===== src/rtl/bus_pkg.sv =====
// bus_pkg: shared command type, issuer state encoding and default bus widths
package bus_pkg;
   localparam int ADDR_W = 8;
   localparam int DATA_W = 8;
   typedef struct packed {
      logic              write;
      logic [ADDR_W-1:0] addr;
      logic [DATA_W-1:0] wdata;
   } bus_cmd_t;
   typedef enum logic [1:0] {IDLE, REQ, RSP} issuer_state_e;
endpackage


===== src/rtl/cmd_fifo.sv =====
// cmd_fifo: synchronous power-of-2 FIFO of commands with occupancy count
module cmd_fifo #(
   parameter int  DEPTH = 4,
   parameter type T     = bus_pkg::bus_cmd_t
) (
   input  logic                   clk,
   input  logic                   rst,
   input  logic                   push_i,
   input  logic                   pop_i,
   input  T                       din_i,
   output T                       dout_o,
   output logic [$clog2(DEPTH):0] count_o,
   output logic                   full_o,
   output logic                   empty_o
);
   localparam int PW = $clog2(DEPTH);
   T             mem_q [DEPTH];
   logic [PW-1:0] wr_q, rd_q;
   logic [PW:0]   cnt_q;
   logic          push, pop;
   assign full_o  = cnt_q[PW];
   assign empty_o = cnt_q == '0;
   assign push    = push_i && !full_o;
   assign pop     = pop_i && !empty_o;
   assign dout_o  = mem_q[rd_q];
   assign count_o = cnt_q;
   // storage array carries no reset; only the pointers and count define validity
   always_ff @(posedge clk)
      if (push) mem_q[wr_q] <= din_i;
   // pointers wrap naturally at DEPTH; count moves by push minus pop
   always_ff @(posedge clk)
      if (!rst) begin
         wr_q  <= '0;
         rd_q  <= '0;
         cnt_q <= '0;
      end else begin
         if (push) wr_q <= wr_q + PW'(1);
         if (pop) rd_q <= rd_q + PW'(1);
         cnt_q <= cnt_q + (PW+1)'(push) - (PW+1)'(pop);
      end
endmodule


===== src/rtl/bus_cmd_issuer.sv =====
// bus_cmd_issuer: buffers client commands and issues them one at a time over req/ack with timeout
module bus_cmd_issuer #(
   parameter int ADDR_W  = 8,
   parameter int DATA_W  = 8,
   parameter int DEPTH   = 4,
   parameter int TIMEOUT = 15
) (
   input  logic                   clk,
   input  logic                   rst,
   input  logic                   in_valid,
   output logic                   in_ready,
   input  logic                   in_write,
   input  logic [ADDR_W-1:0]      in_addr,
   input  logic [DATA_W-1:0]      in_wdata,
   output logic                   bus_req,
   output logic                   bus_write,
   output logic [ADDR_W-1:0]      bus_addr,
   output logic [DATA_W-1:0]      bus_wdata,
   input  logic                   bus_ack,
   input  logic [DATA_W-1:0]      bus_rdata,
   output logic                   rsp_valid,
   output logic [DATA_W-1:0]      rsp_data,
   output logic                   rsp_err,
   output logic [$clog2(DEPTH):0] count
);
   import bus_pkg::*;
   localparam int TW = $clog2(TIMEOUT + 1);
   typedef struct packed {
      logic              write;
      logic [ADDR_W-1:0] addr;
      logic [DATA_W-1:0] wdata;
   } cmd_t;
   cmd_t              in_cmd, head, hold_q, hold_d;
   issuer_state_e     state_q, state_d;
   logic [TW-1:0]     timer_q, timer_d;
   logic              req_q, req_d, rv_q, rv_d, err_q, err_d;
   logic [DATA_W-1:0] rdata_q, rdata_d;
   logic              full, empty, pop;
   assign in_cmd    = '{write: in_write, addr: in_addr, wdata: in_wdata};
   assign in_ready  = !full;
   assign pop       = state_q == IDLE && !empty;
   assign bus_req   = req_q;
   assign bus_write = hold_q.write;
   assign bus_addr  = hold_q.addr;
   assign bus_wdata = hold_q.wdata;
   assign rsp_valid = rv_q;
   assign rsp_data  = rdata_q;
   assign rsp_err   = err_q;
   cmd_fifo #(.DEPTH(DEPTH), .T(cmd_t)) u_fifo (
      .clk,
      .rst,
      .push_i (in_valid && in_ready),
      .pop_i  (pop),
      .din_i  (in_cmd),
      .dout_o (head),
      .count_o(count),
      .full_o (full),
      .empty_o(empty)
   );
   // next state: pop into holding regs, wait for ack or timeout, then one response strobe
   always_comb begin
      state_d = state_q;
      timer_d = timer_q;
      hold_d  = hold_q;
      req_d   = req_q;
      rv_d    = 1'b0;
      err_d   = err_q;
      rdata_d = rdata_q;
      case (state_q)
         IDLE: if (!empty) begin
            hold_d  = head;
            req_d   = 1'b1;
            timer_d = '0;
            state_d = REQ;
         end
         REQ: if (bus_ack || timer_q == TW'(TIMEOUT - 1)) begin
            req_d   = 1'b0;
            rv_d    = 1'b1;
            err_d   = !bus_ack;
            rdata_d = (bus_ack && !hold_q.write) ? bus_rdata : '0;
            state_d = RSP;
         end else timer_d = timer_q + TW'(1);
         default: state_d = IDLE;
      endcase
   end
   // state and registered outputs, cleared by active-low synchronous reset
   always_ff @(posedge clk)
      if (!rst) begin
         state_q <= IDLE;
         timer_q <= '0;
         hold_q  <= '0;
         req_q   <= 1'b0;
         rv_q    <= 1'b0;
         err_q   <= 1'b0;
         rdata_q <= '0;
      end else begin
         state_q <= state_d;
         timer_q <= timer_d;
         hold_q  <= hold_d;
         req_q   <= req_d;
         rv_q    <= rv_d;
         err_q   <= err_d;
         rdata_q <= rdata_d;
      end
endmodule


===== config.mk =====
export PLATFORM = sky130hd
export DESIGN_NAME = bus_cmd_issuer
export DESIGN_NICKNAME = d
export VERILOG_FILES = /design/src/rtl/bus_pkg.sv /design/src/rtl/cmd_fifo.sv /design/src/rtl/bus_cmd_issuer.sv
export SDC_FILE = /design/constraint.sdc
export NUM_CORES = 1
export LEC_CHECK = 0
export CORE_MARGIN = 4
export CORE_UTILIZATION = 47
export CTS_CLUSTER_SIZE = 10
export DETAILED_ROUTE_END_ITERATION = 7
export PLACE_DENSITY_LB_ADDON = 0.1
export SYNTH_ARGS = -nofsm -noshare
export SYNTH_HDL_FRONTEND = slang
export SYNTH_SLANG_ARGS = --single-unit

===== constraint.sdc =====
create_clock -name clk -period 5.8 [get_ports clk]
set_clock_uncertainty 0.05 [all_clocks]
set_input_delay 0.87 -clock clk [delete_from_list [all_inputs] [get_ports clk]]
set_output_delay 0.87 -clock clk [all_outputs]
set_load 0.01 [all_outputs]

==> reports/results.ini <==
[clocking]
cts_num_sinks=109
postCtsSetupBuffers=0
cts_tree=yes
clk_pin_slew_ps=90
cts.repair.resized=0
ctsHtreeMaxLevel=3
tritoncts.num_buffers=9
clock_latency_on_the_worst_skew_pair_ps=350
post_cts_hold_buffers=0
clock_tree.buffer_depth=2
cts.root.buffer_cell=clkbuf_8

[detailed_routing]
detail_route.first_pass.iterations=6
viasPerCell=5.19
via_count=2301
wire_per_inst_microns=16.5
detail_route.iter0.violations=54
drtAntennaViolNets=0
routed_wire_length_microns=7310
drcViolationCount=0

[outcome]
outcome=completed

[placement]
detailed_place.area_sq_um=4850
dp.cells=427
place.port_buffers=60
place.gp.congestion=0.706
dp.final_hpwl_microns=4860

[floorplanning]
core_area_sq_um=8680
die_w_microns=102
std_cell_rows=34
die_outline_area_sq_um=10500
boundaryPins=61
die-height_microns=102
starting_density_of_the_core_pct=48.2

[synthesis]
synth_largest_area_cell=edfxtp_1
synthDistinctLibCells=37
synthTopCellsByArea=edfxtp_1 49%, dfxtp_1 20%, mux4_2 9.2%
yosys_register_bits=109
synth.top_cell.area_share_pct=48.8
netlist_area_sq_um=4180
syn-mean-instance-area_sq_um=15.4
synth_fp_nets=310
gate_count_of_the_mapped_netlist=272
synth_seq_area_share_pct=68.5
ys.warnings.count=0

[timing]
timing.final.setup_violations=0
tightest_slew_ps=905
drv_slew=0
timing.fmax_mhz=357
final.setup.tns_ps=0
fin_hold_ws_ps=409
unrepaired_setup_endpoints_after_global_routing=false
period_needed_ps=2800
timing.slew.headroom_pct=39.7
fin_crit_sh_pct=48.3
finalHoldViolations=0

[critical_path]
r2r-start=state_q[0]
crit_arrival_ps=2990
timing.setup.critical_path_class=register to register
timing.critical_path.to_type=register
crit_required_ps=5990
crit_path_cell_trace=or2_1 > nor2_2 > ha_1 > inv_1 > ha_1 > inv_1 > fa_1 > xnor2_1 > xnor2_1 > nor2_1
r2r_setup_slack_ps=3000
r2r.worst_path.cells=10
worstReg2RegEnd=u_fifo.count_o[2]
critical_path.startpoint_type=register
cpPeakStageDelay_ps=680
critical-path-slowest-cell=nor2_2
maximum_net_fanout_on_the_critical_path=18

[min_path]
hold_end=rsp_data[4]
timing.hold.worst.class=register to register
min_path_cells=2
hold_start=rsp_data[4]

[power_and_ir_drop]
total_power_w=0.00221
leakage_nw=1.69
vdd_ir_drop_max_v=0.000198
power_density_nw_per_um2=436

[global_route]
initial_antenna_violation_count=0
grt_overflow_total=0
total_track_usage_pct=15.1
grt_pass1_wl_microns=11800
largest_net_degree_at_the_start_of_global_routing=37
first_global_vias=2319

[cells_and_area]
layout-drive-gt1-share_pct=11.3
final_nets=368
num_antenna_cells=0
fillers=722
stdcell_area_sq_um=5060
commonest_non_fill_non_tap_cell_in_the_layout=edfxtp_1
synthToLayoutAreaGrowth_pct=21.1
layout_common_cells=68 x edfxtp_1, 60 x clkdlybuf4s50_1, 41 x nand2_1, 41 x dfxtp_1
stdcell_count=443

[run]
max-cap-violations=0

critical path: cells and delay by family (launching register included):
kind	cells	cell delay (ps)
xor+xnor	2	300
buf+inv	2	100
fa+ha+maj	3	860
flops	1	330
simple gates	3	1040
metrics by stage:
stage	utilization (%)	setup slack, ps
2_1_floorplan	-	3340
3_3_place_gp	55.9	2790
3_5_place_dp	55.9	2770
4_1_cts	58.3	2970
5_1_grt	58.3	2730
6_report	58.3	3000
report_power, final:
part	switching (W)	internal, W	total (W)
logic	0.000301	0.000358	0.000659
registers	0.000103	0.000964	0.00107
clock network	0.000238	0.000244	0.000482
worst max path at each step:
stage	depth (start not counted)	endpoint	slack, ps	startpoint
6_report	10	u_fifo.count_o[2]	3000	state_q[0]
5_1_grt	10	u_fifo.count_o[2]	2730	state_q[0]
4_1_cts	10	u_fifo.count_o[2]	2970	state_q[0]
3_5_place_dp	5	bus_wdata[2]	2770	rst
3_3_place_gp	5	bus_addr[3]	2790	rst
2_1_floorplan	12	u_fifo.count_o[2]	3340	state_q[0]
registers in the layout, summed over array words and instances (netlist names):
| register | cells |
|---|---|
| u_fifo.mem_q | 68 |
| bus_req | 1 |
| rsp_data | 8 |
| bus_addr | 8 |
| u_fifo.rd_q | 2 |
| bus_wdata | 8 |
| u_fifo.wr_q | 2 |
| timer_q | 4 |
| u_fifo.count_o | 3 |
| rsp_err | 1 |
| rsp_valid | 1 |
| state_q | 2 |
| bus_write | 1 |
synth_stat cells (all sizes together):
master   number
edfxtp       68
dfxtp        41
nand2        41
mux4         17
o2bb2ai      17
mux2i        11
inv           9
nor2          9
buf           8
ha            8
clkbuf        7
and2          6
nor3          5
a21oi         3
o22ai         3
xnor2         3
nand3         2
nor2b         2
a22o          1
a31oi         1
and3b         1
fa            1
nand2b        1
o211a         1
o21ai         1
o31ai         1
o32ai         1
or2           1
or3           1
or4           1
layer usage:
| metal | vias to the layer above | track usage [%] | part of all wire, % |
|---|---|---|---|
| met3 | 4 | 3.89 | 5.0 |
| met5 | - | 0 | 0 |
| met1 | 1129 | 19.8 | 45 |
| met2 | 49 | 25.1 | 49 |
| met4 | 0 | 4.24 | 0.88 |
| li1 | 1119 | - | - |
cell type report:
class	count	area (sq um)	area share, %
clock inverter	6	86.3	1.70
clock buffer	10	128	2.52
sequential	109	2860	56.5
inverter	9	33.8	0.667
timing repair buffer	62	616	12.2
multi-input combinational	139	1200	23.7
tap	108	135	2.67
kinds of logic after synthesis:
kind of cell | synth area share [%]
flops | 68.5
simple gates | 7.99
buf+inv | 2.75
xor+xnor | 0.629
fa+ha+maj | 2.87
mux | 11.8
compound gates | 5.48
(Power assumes the default switching activity.)
==> RTL edit: new RTL, same flow settings <==
`ADDR_W` is set to 8 in 2 places; all go to 10.
--- a/src/rtl/bus_pkg.sv
+++ b/src/rtl/bus_pkg.sv
@@ -2,3 +2,3 @@
 package bus_pkg;
-   localparam int ADDR_W = 8;
+   localparam int ADDR_W = 10;
    localparam int DATA_W = 8;
--- a/src/rtl/bus_cmd_issuer.sv
+++ b/src/rtl/bus_cmd_issuer.sv
@@ -2,3 +2,3 @@
 module bus_cmd_issuer #(
-   parameter int ADDR_W  = 8,
+   parameter int ADDR_W  = 10,
    parameter int DATA_W  = 8,
Interface: changed (resized bus_addr and in_addr); port bits go from 61 to 65. No check against the original RTL was run, so the function may have changed too.
==> RTL edit against the original RTL <==
Global-route usage increased by 0.63 points; sequential share of layout area decreased by 3.1 points; sequential cell count increased by 10; count of clock-buffer cells in the layout increased by 8; worst setup slack improved by 210 ps; largest cell class unchanged; fmax increased by 8.1%; total power increased by 34%; routed wire length increased by 13%; final area increased by 16%; non-clock buffer count increased by 5; critical path depth decreased by 7; synthesized area increased by 8.1%.
==> RTL edit: results <==
metrics = {
    "status": {
        "outcome": "completed",
    },
    "placement": {
        "gp_congestion": 0.688,
        "dp.cells": 469,
        "portBuffers": 64,
        "dp_hpwl_um": 4990,
    },
    "logic_synthesis": {
        "synth_mux_area_frac": 0.119,
        "seq_area_frac_synth": 0.695,
        "synth_compound_area_frac": 0.0545,
        "synth_commonest_cells": "76 x edfxtp_1, 43 x dfxtp_1, 43 x nand2_1, 19 x mux4_2, 19 x o2bb2ai_1",
        "synth_cell_types": 35,
        "synth_area_leaders": "edfxtp_1 50%, dfxtp_1 19%, mux4_2 9.5%",
    },
    "worst_setup_path": {
        "cp-startpoint": "in_valid",
        "reg2reg_slack_ps": 3310,
        "crit_slowest_cell": "and2_1",
        "endpoint": "u_fifo.mem_q[1][11]$_DFFE_PP_",
        "critPathMaxFanout": 19,
        "critical_path_arrival_ps": 2660,
        "r2r_start": "u_fifo.count_o[1]$_SDFF_PN0_",
    },
    "global_route": {
        "track_usage": 0.158,
        "grt_pass1_vias": 2613,
    },
    "drt": {
        "drtPass1Iterations": 4,
        "via_per_inst": 5.15,
        "postRouteWirelength_um": 8270,
        "drtIter0Drc": 118,
    },
    "clock_network": {
        "clkSlewWorstSetupHoldPaths_ps": 60,
        "cts-htree-levels": 4,
    },
    "pwr": {
        "internal-power_w": 0.00213,
        "p_seq_frac": 0.388,
        "power_leakage_nw": 2.00,
        "p_comb_w": 0.000743,
    },
    "cells_and_area": {
        "largest_register_ffs": 76,
    },
    "timing": {
        "max_slew_margin": 0.300,
        "whs_ps": 406,
    },
    "min_path": {
        "holdPathEnd": "rsp_data[6]$_SDFFE_PN0P_",
    },
}
[RTL edit: cell types whose count changed after synthesis, sizes merged]
cell / before / now
o2bb2ai: 17 / 19
dfxtp: 41 / 43
edfxtp: 68 / 76
buf: 8 / 9
mux4: 17 / 19
nand2: 41 / 43
[RTL edit: logic make-up (layout without fill, tap and decap cells)]
kind of cell	after synthesis	in the layout
AND/OR/NAND/NOR	72	72
XOR/XNOR	3	3
flip-flops	119	119
adder cells (fa/ha/maj)	9	9
multiplexers	30	30
buffers and inverters	25	108
AO/OA/AOI/OAI	31	31
[RTL edit: final cells by class]
type	count	area [sq um]
fillers	721	3400
flip-flops and latches	119	3140
multi-input cells	145	1260
repair buffers	67	663
clock buffers	18	428
clock inverters	14	185
well taps	129	161
inverters	9	33.8
[RTL edit: layer usage]
metal | global-route usage | routed length [um] | vias up
met5 | 0 | 0 | -
met4 | 0.0416 | 65 | 0
met3 | 0.0571 | 422 | 7
met2 | 0.267 | 4190 | 66
met1 | 0.192 | 3590 | 1282
li1 | - | - | 1226
